--- config.mk ---
export PLATFORM = sky130hd
export DESIGN_NAME = game_frame_controller
export DESIGN_NICKNAME = d
export VERILOG_FILES = /design/src/rtl/game_frame_controller.sv
export SDC_FILE = /design/constraint.sdc
export NUM_CORES = 1
export LEC_CHECK = 0
export BUFFER_PORTS_ARGS = -buffer_cell sky130_fd_sc_hd__buf_2
export CORE_MARGIN = 3
export CORE_UTILIZATION = 48
export CTS_CLUSTER_SIZE = 40
export DETAILED_ROUTE_END_ITERATION = 8
export GPL_TIMING_DRIVEN = 1
export PLACE_DENSITY = 0.77
export SETUP_SLACK_MARGIN = 0.3
export SYNTH_ARGS = -nofsm -noshare
export SYNTH_HDL_FRONTEND = slang
export SYNTH_SLANG_ARGS = --single-unit
--- constraint.sdc ---
create_clock -name clk -period 2.7 [get_ports clk]
set_input_delay 0 -clock clk [delete_from_list [all_inputs] [get_ports clk]]
set_output_delay 0 -clock clk [all_outputs]
set_load 0.02 [all_outputs]
--- src/rtl/game_frame_controller.sv ---
// game_frame_controller: per-frame sequencer for the dino runner (dino jump, obstacle scroll, score, modes)
module game_frame_controller #(
    parameter int DINO_X          = 100,
    parameter int GROUND_Y        = 320,
    parameter int JUMP_HEIGHT     = 120,
    parameter int JUMP_STEP       = 6,
    parameter int OBST_START_X    = 680,
    parameter int OBST_SPEED_INIT = 4,
    parameter int OBST_SPEED_MAX  = 12,
    parameter int SPEEDUP_EVERY   = 5
) (
    input  logic        clk,
    input  logic        reset,
    input  logic        screen_ready,
    input  logic        collision_detected,
    input  logic        jump_btn,
    input  logic        pause_btn,
    output logic [31:0] x_coor,
    output logic [31:0] y_coor,
    output logic [31:0] x_coor_obstacle,
    output logic [31:0] y_coor_obstacle,
    output logic        game_over,
    output logic        pause,
    output logic [15:0] score
);
    typedef enum logic [1:0] {IDLE, RUN, PAUSED, OVER} state_t;
    typedef enum logic [1:0] {GROUND, RISING, FALLING} phase_t;

    localparam logic [11:0] G_Y   = 12'(GROUND_Y);
    localparam logic [11:0] APEX  = 12'(GROUND_Y - JUMP_HEIGHT);
    localparam logic [11:0] STEP  = 12'(JUMP_STEP);
    localparam logic [11:0] O_X   = 12'(OBST_START_X);
    localparam logic [11:0] SP_I  = 12'(OBST_SPEED_INIT);
    localparam logic [11:0] SP_M  = 12'(OBST_SPEED_MAX);
    localparam logic [7:0]  SP_EV = 8'(SPEEDUP_EVERY);

    state_t      state_q, state_d;
    phase_t      phase_q, phase_d;
    logic [11:0] y_q, y_d, xo_q, xo_d, speed_q, speed_d, ny;
    logic [15:0] score_q, score_d;
    logic [7:0]  cnt_q, cnt_d;
    logic [2:0]  jsync_q, jsync_d, psync_q, psync_d;
    logic        sr_q, sr_d, jreq_q, jreq_d, preq_q, preq_d;
    logic        go_q, go_d, pa_q, pa_d, tick, move;

    assign tick            = screen_ready & ~sr_q;
    assign x_coor          = 32'(DINO_X);
    assign y_coor          = {20'd0, y_q};
    assign x_coor_obstacle = {20'd0, xo_q};
    assign y_coor_obstacle = 32'(GROUND_Y);
    assign game_over       = go_q;
    assign pause           = pa_q;
    assign score           = score_q;

    // Next-state: button sync/edge capture, then one game step per frame tick
    always_comb begin
        state_d = state_q;
        phase_d = phase_q;
        y_d     = y_q;
        xo_d    = xo_q;
        speed_d = speed_q;
        score_d = score_q;
        cnt_d   = cnt_q;
        ny      = y_q;
        move    = 1'b0;
        sr_d    = screen_ready;
        jsync_d = {jsync_q[1:0], jump_btn};
        psync_d = {psync_q[1:0], pause_btn};
        jreq_d  = tick ? 1'b0 : (jreq_q | (jsync_q[1] & ~jsync_q[2]));
        preq_d  = tick ? 1'b0 : (preq_q | (psync_q[1] & ~psync_q[2]));
        if (tick) begin
            case (state_q)
                IDLE:    if (jreq_q) begin state_d = RUN; move = 1'b1; end
                RUN:     if (collision_detected) state_d = OVER;
                         else if (preq_q) state_d = PAUSED;
                         else move = 1'b1;
                PAUSED:  if (preq_q) state_d = RUN;
                default: if (jreq_q) begin
                             state_d = RUN;
                             phase_d = GROUND;
                             y_d     = G_Y;
                             xo_d    = O_X;
                             speed_d = SP_I;
                             score_d = '0;
                             cnt_d   = '0;
                         end
            endcase
        end
        if (move) begin
            case (phase_q)
                GROUND:  if (jreq_q) begin y_d = y_q - STEP; phase_d = RISING; end
                RISING:  begin
                             ny      = y_q - STEP;
                             y_d     = (ny <= APEX) ? APEX : ny;
                             phase_d = (ny <= APEX) ? FALLING : RISING;
                         end
                default: begin
                             ny      = y_q + STEP;
                             y_d     = (ny >= G_Y) ? G_Y : ny;
                             phase_d = (ny >= G_Y) ? GROUND : FALLING;
                         end
            endcase
            if (xo_q <= speed_q) begin
                xo_d    = O_X;
                score_d = (score_q == 16'hFFFF) ? score_q : score_q + 16'd1;
                cnt_d   = (cnt_q + 8'd1 == SP_EV) ? 8'd0 : cnt_q + 8'd1;
                speed_d = (cnt_q + 8'd1 != SP_EV) ? speed_q :
                          (speed_q >= SP_M) ? SP_M : speed_q + 12'd1;
            end else begin
                xo_d = xo_q - speed_q;
            end
        end
        go_d = (state_d == OVER);
        pa_d = (state_d == PAUSED);
    end

    // State registers with asynchronous active-low reset
    always_ff @(posedge clk or negedge reset) begin
        if (!reset) begin
            state_q <= IDLE;
            phase_q <= GROUND;
            y_q     <= G_Y;
            xo_q    <= O_X;
            speed_q <= SP_I;
            score_q <= '0;
            cnt_q   <= '0;
            sr_q    <= 1'b0;
            jsync_q <= '0;
            psync_q <= '0;
            jreq_q  <= 1'b0;
            preq_q  <= 1'b0;
            go_q    <= 1'b0;
            pa_q    <= 1'b0;
        end else begin
            state_q <= state_d;
            phase_q <= phase_d;
            y_q     <= y_d;
            xo_q    <= xo_d;
            speed_q <= speed_d;
            score_q <= score_d;
            cnt_q   <= cnt_d;
            sr_q    <= sr_d;
            jsync_q <= jsync_d;
            psync_q <= psync_d;
            jreq_q  <= jreq_d;
            preq_q  <= preq_d;
            go_q    <= go_d;
            pa_q    <= pa_d;
        end
    end
endmodule

==> flow_metrics.py, run 1 <==
metrics = {
    "worst_setup_path": {
        "crit_path_frequent_cell": "inv_2",
        "r2r_start": "xo_q[0]",
        "crit_path_end_kind": "flip-flop",
        "crit_type": "flip-flop to flip-flop",
        "worstPathRequired_ns": 2.92,
        "crit_chain": "inv_2, ha_4, inv_2, fa_2, a211oi_2, o21ai_1, a211o_1, a21oi_4, buf_12, nor2_4, o21bai_4, mux2_4",
        "cp_max_fo": 3,
        "start_kind": "flip-flop",
        "crit_buf_inv": 3,
        "cp_top_family": "compound AO/OA/AOI/OAI gates",
        "arrival_ns": 2.90,
        "worstSetupStartpoint": "xo_q[0]",
        "cpMaxStageDelayCell": "dfrtp_2",
        "slowest_delay_ns": 0.40,
    },
    "min_path": {
        "hp-class": "input pin to flip-flop",
        "hp-start": "collision_detected",
    },
    "cells_and_area": {
        "nets": 767,
        "stdcell_count": 881,
        "nFillCells": 839,
        "seq_area_mm2": 0.00189,
        "fin_util": 0.646,
        "drive_above_1_share": 0.352,
        "num_antenna_cells": 0,
        "area_delta_synth_final_pct": 30.8,
        "fin_area_mm2": 0.00707,
        "multi_input_area_mm2": 0.00362,
    },
    "detailed_routing": {
        "vias": 5001,
        "ant_nets": 0,
        "firstDrtPassIters": 5,
        "drt-initial-drc-count": 309,
        "routed_wl_um": 15600,
        "drc": 0,
        "wire_per_inst_um": 17.7,
        "via_per_inst": 5.68,
    },
    "synth": {
        "async_flop_share": 1.00,
        "synth-seq-area-share": 0.349,
        "avgSynthCellArea_um2": 8.59,
        "synthFlopType": "dfrtp_1",
        "synth-edff-count": 0,
        "yosysWarnings": 0,
        "ys_ff_latch": 75,
        "synth.distinct_cells": 67,
        "synth.most_common_cell": "buf_4",
        "synth.area.top_cells": "dfrtp_1 31%, buf_4 14%, ha_1 5.3%",
        "yosys-top-cells-count": "104 x buf_4, 68 x dfrtp_1, 47 x o21ai_0, 43 x nand2_1, 40 x nor2_1",
        "synthDominantCellAreaShare": 0.315,
        "synth_top_cell_by_area": "dfrtp_1",
        "netlist_area_mm2": 0.00540,
        "synth_cells": 629,
    },
    "timing": {
        "worst_pin_slew_ns": 1.01,
        "tns_ns": 0,
        "hold_violations": 0,
        "relSlewSlack": 0.326,
        "clock.fmax_mhz": 373,
        "fin_crit_ns": 2.68,
        "drv_slew": 0,
        "setup_viol": 0,
        "fin_crit_sh": 0.994,
        "finClkSkew_ns": 0.00849,
        "rsz0062_at_grt": "yes",
    },
    "floorplanning": {
        "die-height_um": 112,
        "dieArea_mm2": 0.0126,
        "rows": 38,
        "die_w_um": 112,
        "io_pins": 152,
        "initial_core_util": 0.494,
        "core_area_mm2": 0.0109,
    },
    "cts": {
        "cts_tree": "built",
        "cts.sinks": 75,
        "clk_pin_slew_worst_paths_ns": 0.06,
        "clockRootBuffer": "clkbuf_16",
        "clk_latency_ns": 0.34,
        "clock_path_buffers": 2,
        "cts_buffers": 9,
        "htreeDepth": 3,
    },
    "pwr": {
        "p_clk_frac": 0.185,
        "peakVddDrop_uv": 456,
        "p_sw_frac": 0.441,
        "p_int_mw": 3.71,
        "power.density_mw_per_mm2": 939,
        "p_leak_nw": 3.20,
        "seqPwrFrac": 0.269,
        "combinationalPowerShare": 0.546,
        "power.total_mw": 6.63,
        "p_switching_mw": 2.93,
    },
    "global_routing": {
        "grt_pass1_vias": 4552,
        "gr-total-overflow": 0,
        "grt_pass1_wl_um": 23400,
        "grt_antenna_before_repair": 0,
        "grt_max_degree": 76,
        "grtUsageTotal": 0.230,
    },
    "placed_design": {
        "dpl.hpwl_um": 9410,
        "port_buffers": 47,
        "dp_cells": 823,
        "gp_congestion": 0.905,
        "place_area_mm2": 0.00573,
    },
    "job": {
        "max_cap_viol_count": 0,
    },
    "status": {
        "outcome": "finished clean",
    },
}
repair_timing:
action / 4_1_cts / 5_1_grt
pin swaps: 36 / 37
hold buffers: 4 / 0
cloned: 4 / 0
hold endpoints to repair: 71 / 0
endpoints found under the setup margin: 57 / 58
gates resized for setup: 66 / 82
buffers inserted: 20 / 15
tightest hold or removal path, cell delays in order:
cell	delay (ns)
buf_2	0.13
nand2_1	0.07
nand3_1	0.09
a21oi_1	0.12
a21oi_1	0.07
logic make-up after synthesis:
logic type | Yosys count | share of synthesized area
other cells | 2 | 0.00139
flops | 75 | 0.349
fa+ha+maj | 24 | 0.0570
buf+inv | 156 | 0.182
mux | 6 | 0.0118
simple gates | 195 | 0.186
compound gates | 156 | 0.187
xor+xnor | 15 | 0.0257
area by class of cell:
class | count | share of cell area
multi-input combinational | 502 | 0.512
tap | 140 | 0.0248
inverter | 32 | 0.0170
clock buffer | 13 | 0.0368
sequential | 75 | 0.268
clock inverter | 2 | 0.00496
timing repair buffer | 117 | 0.136
worst paths after layout:
| check | end | slack, ns | cells past startpoint |
|---|---|---|---|
| worst max-delay path | score[0] | 0.02 | 12 |
| worst min-delay path | state_q[0] | 0.21 | 5 |
| worst max register to register | score[0] | 0.02 | 12 |
| worst min register to register | psync_q[1] | 0.35 | 0 |
| max in group asynchronous | y_q[1] | 1.59 | 2 |
| min in group asynchronous | y_q[9] | 0.35 | 2 |
cell usage in the layout, fill, tap and decap left out, types with 6 or more instances in the layout:
cell	n
buf_2	46
buf_6	14
nor3_1	10
xor2_1	7
a21oi_2	13
o21a_1	6
nor4_1	7
ha_1	20
nand3_1	12
or3_1	6
nand4_1	9
xnor2_1	7
a21oi_1	23
nor2_2	6
o21ai_0	25
conb_1	104
o21ai_2	13
dfrtp_1	62
inv_1	27
nand2_1	40
and3_1	10
clkbuf_16	10
o21ai_1	7
nand2b_1	6
nor2_1	31
nor3_4	8
buf_4	41
and2_1	9
dfstp_2	7
dfrtp_2	6
metrics by stage:
step / worst slack (ns) / hold slack, ns
global route: -0.0510 / 0.214
finish: 0.0165 / 0.213
detailed placement: -0.0856 / 0.110
global placement: 0.0764 / 0.107
CTS: 0.0965 / 0.184
floorplan: 0.0353 / -0.296
state kept, by name (all words and copies together) (netlist names), named ones only:
signal	count
y_q	10
score	16
cnt_q	8
preq_q	1
jreq_q	1
psync_q	3
xo_q	12
state_q	2
jsync_q	3
pause	1
game_over	1
sr_q	1
speed_q	12
power groups by stage:
stage	combinational [mW]	sequential (mW)	clock [mW]
3_3_place_gp	2.71	1.73	0
5_1_grt	3.91	1.83	1.30
6_report	3.63	1.78	1.23
2_1_floorplan	2.03	1.86	0
3_5_place_dp	2.80	1.74	0
4_1_cts	3.12	1.74	1.24
layer usage:
layer	GRT usage	wire [um]
met1	0.304	6280
met5	0	0
met4	0.0681	322
met2	0.389	7890
met3	0.0388	1130
No activity file was read; power rests on OpenSTA's default activity.
==> inputs of run 2 (changes only) <==
--- a/config.mk
+++ b/config.mk
@@ -7,11 +7,11 @@
 export LEC_CHECK = 0
 export BUFFER_PORTS_ARGS = -buffer_cell sky130_fd_sc_hd__buf_2
 export CORE_MARGIN = 3
-export CORE_UTILIZATION = 48
+export CORE_UTILIZATION = 40
 export CTS_CLUSTER_SIZE = 40
 export DETAILED_ROUTE_END_ITERATION = 8
 export GPL_TIMING_DRIVEN = 1
-export PLACE_DENSITY = 0.77
+export PLACE_DENSITY = 0.66
 export SETUP_SLACK_MARGIN = 0.3
 export SYNTH_ARGS = -nofsm -noshare
 export SYNTH_HDL_FRONTEND = slang
==> flow_metrics.py, run 2 (synthesis gave the netlist of run 1 again) <==
metrics = {
    "status": {
        "outcome": "finished clean",
    },
    "detailed_routing": {
        "drt-initial-drc-count": 403,
        "drc": 0,
        "firstDrtPassIters": 6,
        "wire_per_inst_um": 14.8,
        "vias": 4682,
        "routed_wl_um": 13300,
        "via_per_inst": 5.21,
        "ant_nets": 0,
    },
    "timing": {
        "tns_ns": 0,
        "hold_violations": 0,
        "rsz0062_at_grt": "yes",
        "fin_crit_sh": 0.998,
        "clock.fmax_mhz": 371,
        "relSlewSlack": 0.367,
        "drv_slew": 0,
        "fin_crit_ns": 2.70,
        "setup_ws_ns": 0.00487,
        "worst_pin_slew_ns": 0.949,
        "setup_viol": 0,
        "finClkSkew_ns": 0.0101,
    },
    "cells_and_area": {
        "nFillCells": 1171,
        "layout_common_cells": "104 x conb_1, 64 x dfrtp_1, 46 x buf_2",
        "num_antenna_cells": 0,
        "final_common_cell": "conb_1",
        "drive_above_1_share": 0.286,
        "largest_reg_flops": 16,
        "nets": 752,
        "area_delta_synth_final_pct": 21.7,
    },
    "global_routing": {
        "grt_pass1_wl_um": 20700,
        "grt_pass1_vias": 4131,
        "grtUsageTotal": 0.171,
        "grt_max_degree": 76,
        "grt_antenna_before_repair": 0,
        "gr-total-overflow": 0,
    },
    "worst_setup_path": {
        "crit_chain": "inv_2, ha_4, inv_2, fa_2, a211oi_4, o21ai_2, a211o_1, a21oi_4, buf_6, nor2_4, o21bai_4, mux2_4",
        "slowest_delay_ns": 0.40,
        "cp_max_fo": 4,
        "reg2reg_depth": 12,
        "crit_buf_inv": 3,
        "arrival_ns": 2.91,
        "crit_type": "flip-flop to flip-flop",
        "crit_path_end_kind": "flip-flop",
        "rrSetupSlack_ns": 0.005,
        "cp_top_family": "compound AO/OA/AOI/OAI gates",
        "start_kind": "flip-flop",
        "cpMaxStageDelayCell": "dfrtp_2",
        "worstPathRequired_ns": 2.92,
        "cp.depth": 12,
        "crit_path_frequent_cell": "inv_2",
    },
    "min_path": {
        "hp-class": "input pin to flip-flop",
        "min_delay_path_depth": 5,
    },
    "placed_design": {
        "dpl.hpwl_um": 9460,
        "gp_congestion": 0.974,
        "port_buffers": 47,
        "post-place-ws_ns": -0.00234,
    },
    "cts": {
        "htreeDepth": 3,
        "clockRootBuffer": "clkbuf_16",
        "cts.sinks": 75,
        "cts_buffers": 9,
        "clock_path_buffers": 2,
        "cts_tree": "built",
        "clk_pin_slew_worst_paths_ns": 0.06,
        "clk_latency_ns": 0.33,
    },
    "floorplanning": {
        "die-height_um": 122,
        "initial_core_util": 0.418,
        "die_w_um": 122,
        "dieArea_mm2": 0.0149,
        "rows": 41,
        "core_area_mm2": 0.0129,
        "io_pins": 152,
    },
    "pwr": {
        "p_leak_nw": 3.02,
        "power.density_mw_per_mm2": 922,
        "peakVddDrop_uv": 426,
    },
    "job": {
        "max_cap_viol_count": 0,
    },
}
==> run 2: cell types whose count changed in the layout (fill, tap and decap cells not counted), moves of 3 or more <==
cell,delta
buf_8,-5
nor2_2,-3
o21ai_2,-7
nor3_4,-4
nor3_1,+3
a21oi_1,+3
a21oi_2,-3
o21ai_1,+3
o31ai_1,+3
buf_12,-4
o21ai_0,+7
o21ai_4,-3
a31oi_1,+4
==> run 2: routing by layer <==
metal,GRT usage,part of all wire
met5,0,0
met4,0.0525,0.015
met3,0.0350,0.079
met2,0.268,0.47
met1,0.240,0.43
==> run 2: path summary, 6_finish.rpt <==
path	start	end
worst min register to register	psync_q[0]	psync_q[1]
worst min-delay path	collision_detected	state_q[0]
worst max-delay path	xo_q[0]	score[0]
min in group asynchronous	reset	score[13]
max in group asynchronous	reset	xo_q[0]
worst max register to register	xo_q[0]	score[0]
==> run 2: through the flow <==
| step | total power [mW] | std cells | cell area [um^2] | hold slack [ns] | utilization |
|---|---|---|---|---|---|
| after global routing | 6.48 | 899 | 6580 | 0.240 | 0.509 |
| after floorplan | 3.89 | 731 | 6010 | -0.296 | - |
| final | 6.06 | 899 | 6580 | 0.164 | 0.509 |
| after detailed placement | 4.57 | 860 | 5800 | 0.113 | 0.449 |
| after CTS | 5.85 | 889 | 6300 | 0.151 | 0.487 |
| after global placement | 4.48 | 860 | 5800 | 0.108 | 0.449 |
==> run 2: area by class of cell <==
class	count	area (um^2)	area share
inverters	32	120	0.0183
repair buffers	104	737	0.112
well taps	172	215	0.0327
flip-flops and latches	75	1890	0.288
multi-input cells	500	3340	0.508
clock buffers	14	264	0.0402
clock inverters	2	10.0	0.00152
==> run 2: report_power, final <==
group	leakage, nW	internal (mW)	switching [mW]
clock network	0.137	0.671	0.464
logic	1.92	1.33	1.86
registers	0.966	1.41	0.328
total	3.02	3.41	2.65
==> run 2: tightest hold or removal path, stage by stage <==
cell and delay [ns]:
buf_2 0.12, nand2_1 0.06, nand3_1 0.07, a21oi_1 0.12
a21oi_1 0.08
==> run 2: repair_timing <==
| item | in CTS | in global routing |
|---|---|---|
| buffers inserted | 9 | 10 |
| pin swaps | 15 | 20 |
| hold buffers | 4 | 0 |
| resized for setup | 27 | 49 |
| hold endpoints to repair | 71 | 0 |
| endpoints found under the setup margin | 44 | 52 |
==> inputs of run 3 (changes only) <==
--- a/config.mk
+++ b/config.mk
@@ -5,13 +5,13 @@
 export SDC_FILE = /design/constraint.sdc
 export NUM_CORES = 1
 export LEC_CHECK = 0
-export BUFFER_PORTS_ARGS = -buffer_cell sky130_fd_sc_hd__buf_2
 export CORE_MARGIN = 3
-export CORE_UTILIZATION = 40
+export CORE_UTILIZATION = 59
 export CTS_CLUSTER_SIZE = 40
 export DETAILED_ROUTE_END_ITERATION = 8
+export DONT_BUFFER_PORTS = 1
 export GPL_TIMING_DRIVEN = 1
-export PLACE_DENSITY = 0.66
+export PLACE_DENSITY = 0.78
 export SETUP_SLACK_MARGIN = 0.3
 export SYNTH_ARGS = -nofsm -noshare
 export SYNTH_HDL_FRONTEND = slang
==> flow_metrics.py, run 3 (synthesis gave the netlist of run 1 again) <==
metrics = {
    "worst_setup_path": {
        "reg2reg_depth": 12,
        "cp_max_fo": 7,
        "r2r_start": "xo_q[0]",
        "rr_endpoint": "score[0]",
        "arrival_ns": 2.92,
        "start_kind": "flip-flop",
        "rrSetupSlack_ns": 0.02,
        "crit_type": "flip-flop to flip-flop",
        "crit_path_end_kind": "flip-flop",
        "worstPathRequired_ns": 2.94,
    },
    "global_routing": {
        "grt_pass1_wl_um": 21900,
        "grt_pass1_vias": 4487,
        "grt_max_degree": 76,
        "gr-total-overflow": 0,
        "grt_antenna_before_repair": 0,
        "grtUsageTotal": 0.268,
    },
    "min_path": {
        "hp-class": "input pin to flip-flop",
        "hold_end": "preq_q",
        "hp-start": "screen_ready",
        "min_delay_path_depth": 2,
    },
    "cts": {
        "clk_latency_ns": 0.35,
        "cts.sinks": 75,
        "cts_tree": "built",
        "clk_pin_slew_worst_paths_ns": 0.08,
        "cts_buffers": 9,
        "htreeDepth": 3,
        "clockRootBuffer": "clkbuf_8",
        "clock_path_buffers": 2,
    },
    "timing": {
        "setup_ws_ns": 0.0153,
        "worst_pin_slew_ns": 0.545,
        "relSlewSlack": 0.636,
        "rsz0062_at_grt": "yes",
        "fin_crit_ns": 2.68,
        "hold_violations": 0,
        "whs_ns": 0.0267,
        "fin_crit_sh": 0.994,
        "drv_slew": 0,
        "clock.fmax_mhz": 372,
        "setup_viol": 0,
        "finClkSkew_ns": 0.0134,
    },
    "cells_and_area": {
        "area_delta_synth_final_pct": 17.5,
        "drive_above_1_share": 0.252,
        "largest_reg_flops": 16,
        "final_common_cell": "conb_1",
        "num_antenna_cells": 0,
        "nets": 724,
        "layout_common_cells": "104 x conb_1, 64 x dfrtp_1, 59 x buf_4",
        "stdcell_count": 807,
    },
    "placed_design": {
        "dp_cells": 761,
        "post-place-ws_ns": -0.107,
        "dpl.hpwl_um": 9480,
        "gp_congestion": 0.955,
        "port_buffers": 0,
    },
    "floorplanning": {
        "initial_core_util": 0.614,
        "die_w_um": 102,
        "core_area_mm2": 0.00881,
        "rows": 34,
        "io_pins": 152,
        "die-height_um": 102,
        "dieArea_mm2": 0.0103,
    },
    "detailed_routing": {
        "drt-initial-drc-count": 365,
        "wire_per_inst_um": 17.6,
        "ant_nets": 0,
        "routed_wl_um": 14200,
        "firstDrtPassIters": 6,
        "vias": 4847,
        "via_per_inst": 6.01,
        "drc": 0,
    },
    "pwr": {
        "p_sw_frac": 0.458,
        "power.density_mw_per_mm2": 935,
        "p_switching_mw": 2.72,
        "p_leak_nw": 2.86,
        "p_clk_frac": 0.154,
        "peakVddDrop_uv": 458,
        "p_int_mw": 3.22,
        "seqPwrFrac": 0.298,
        "power.total_mw": 5.94,
        "combinationalPowerShare": 0.548,
    },
    "status": {
        "outcome": "finished clean",
    },
    "job": {
        "max_cap_viol_count": 0,
    },
}
[run 3: cell types whose count changed in the layout (fill, tap and decap cells not counted), sizes merged]
| cell | previous run | this run |
|---|---|---|
| clkbuf | 14 | 12 |
| dlygate4sd3 | 4 | 5 |
| buf | 100 | 69 |
| a21o | 5 | 6 |
| a21oi | 39 | 40 |
| clkinv | 2 | 3 |
| bufinv | 0 | 1 |
[run 3: metrics by stage]
stage | setup TNS (ns) | util | instance area [um^2]
2_1_floorplan | 0 | - | 6010
3_3_place_gp | 0 | 0.634 | 5580
3_5_place_dp | -0.808 | 0.634 | 5580
4_1_cts | 0 | 0.709 | 6240
5_1_grt | -0.920 | 0.721 | 6350
6_report | 0 | 0.721 | 6350
[run 3: what timing repair did]
| item | 4_1_cts | 5_1_grt |
|---|---|---|
| resized for setup | 39 | 17 |
| setup endpoints to repair | 56 | 61 |
| buffers inserted | 16 | 5 |
| pin swaps | 24 | 7 |
| hold buffers | 6 | 0 |
| hold endpoints to repair | 79 | 0 |
| cloned | 3 | 0 |
[run 3: area by class of cell]
type,instances,area [um^2]
Multi-Input combinational cell,502,3320
Fill cell,640,2460
Sequential cell,75,1890
Timing Repair Buffer,74,677
Clock buffer,12,155
Tap cell,108,135
Inverter,32,120
Clock inverter,4,48.8
[run 3: how the worst max path moves through the flow]
| stage | startpoint | end | slack, ns | depth (start not counted) |
|---|---|---|---|---|
| after floorplan | y_q[5] | y_q[5] | 0.04 | 8 |
| after global placement | xo_q[0] | score[15] | 0.02 | 11 |
| after detailed placement | xo_q[0] | cnt_q[5] | -0.11 | 12 |
| after CTS | xo_q[0] | score[0] | 0.07 | 12 |
| after global routing | xo_q[0] | score[0] | -0.09 | 12 |
| final | xo_q[0] | score[0] | 0.02 | 12 |
[run 3: routing by layer]
layer / vias up / wire (um) / track usage
met1: 2316 / 5420 / 0.346
li1: 2147 / - / -
met2: 347 / 6750 / 0.436
met4: 0 / 350 / 0.0869
met5: - / 0 / 0
met3: 37 / 1690 / 0.0751
[run 3: power by group through the flow]
| stage | clock network [mW] | logic, mW | registers (mW) |
|---|---|---|---|
| 6_report | 0.916 | 3.25 | 1.77 |
| 5_1_grt | 0.978 | 3.49 | 1.81 |
| 4_1_cts | 0.919 | 3.05 | 1.76 |
| 3_5_place_dp | 0 | 2.75 | 1.79 |
| 3_3_place_gp | 0 | 2.64 | 1.77 |
| 2_1_floorplan | 0 | 2.03 | 1.86 |
[run 3: critical path, cell delays in order, from the launching register on]
cell	delay, ns
dfrtp_2	0.41
inv_2	0.07
ha_4	0.13
inv_2	0.04
fa_2	0.34
a211oi_2	0.33
o21ai_2	0.10
a211o_2	0.37
a21oi_4	0.16
buf_12	0.14
nor2_4	0.06
o21bai_4	0.17
mux2_4	0.25
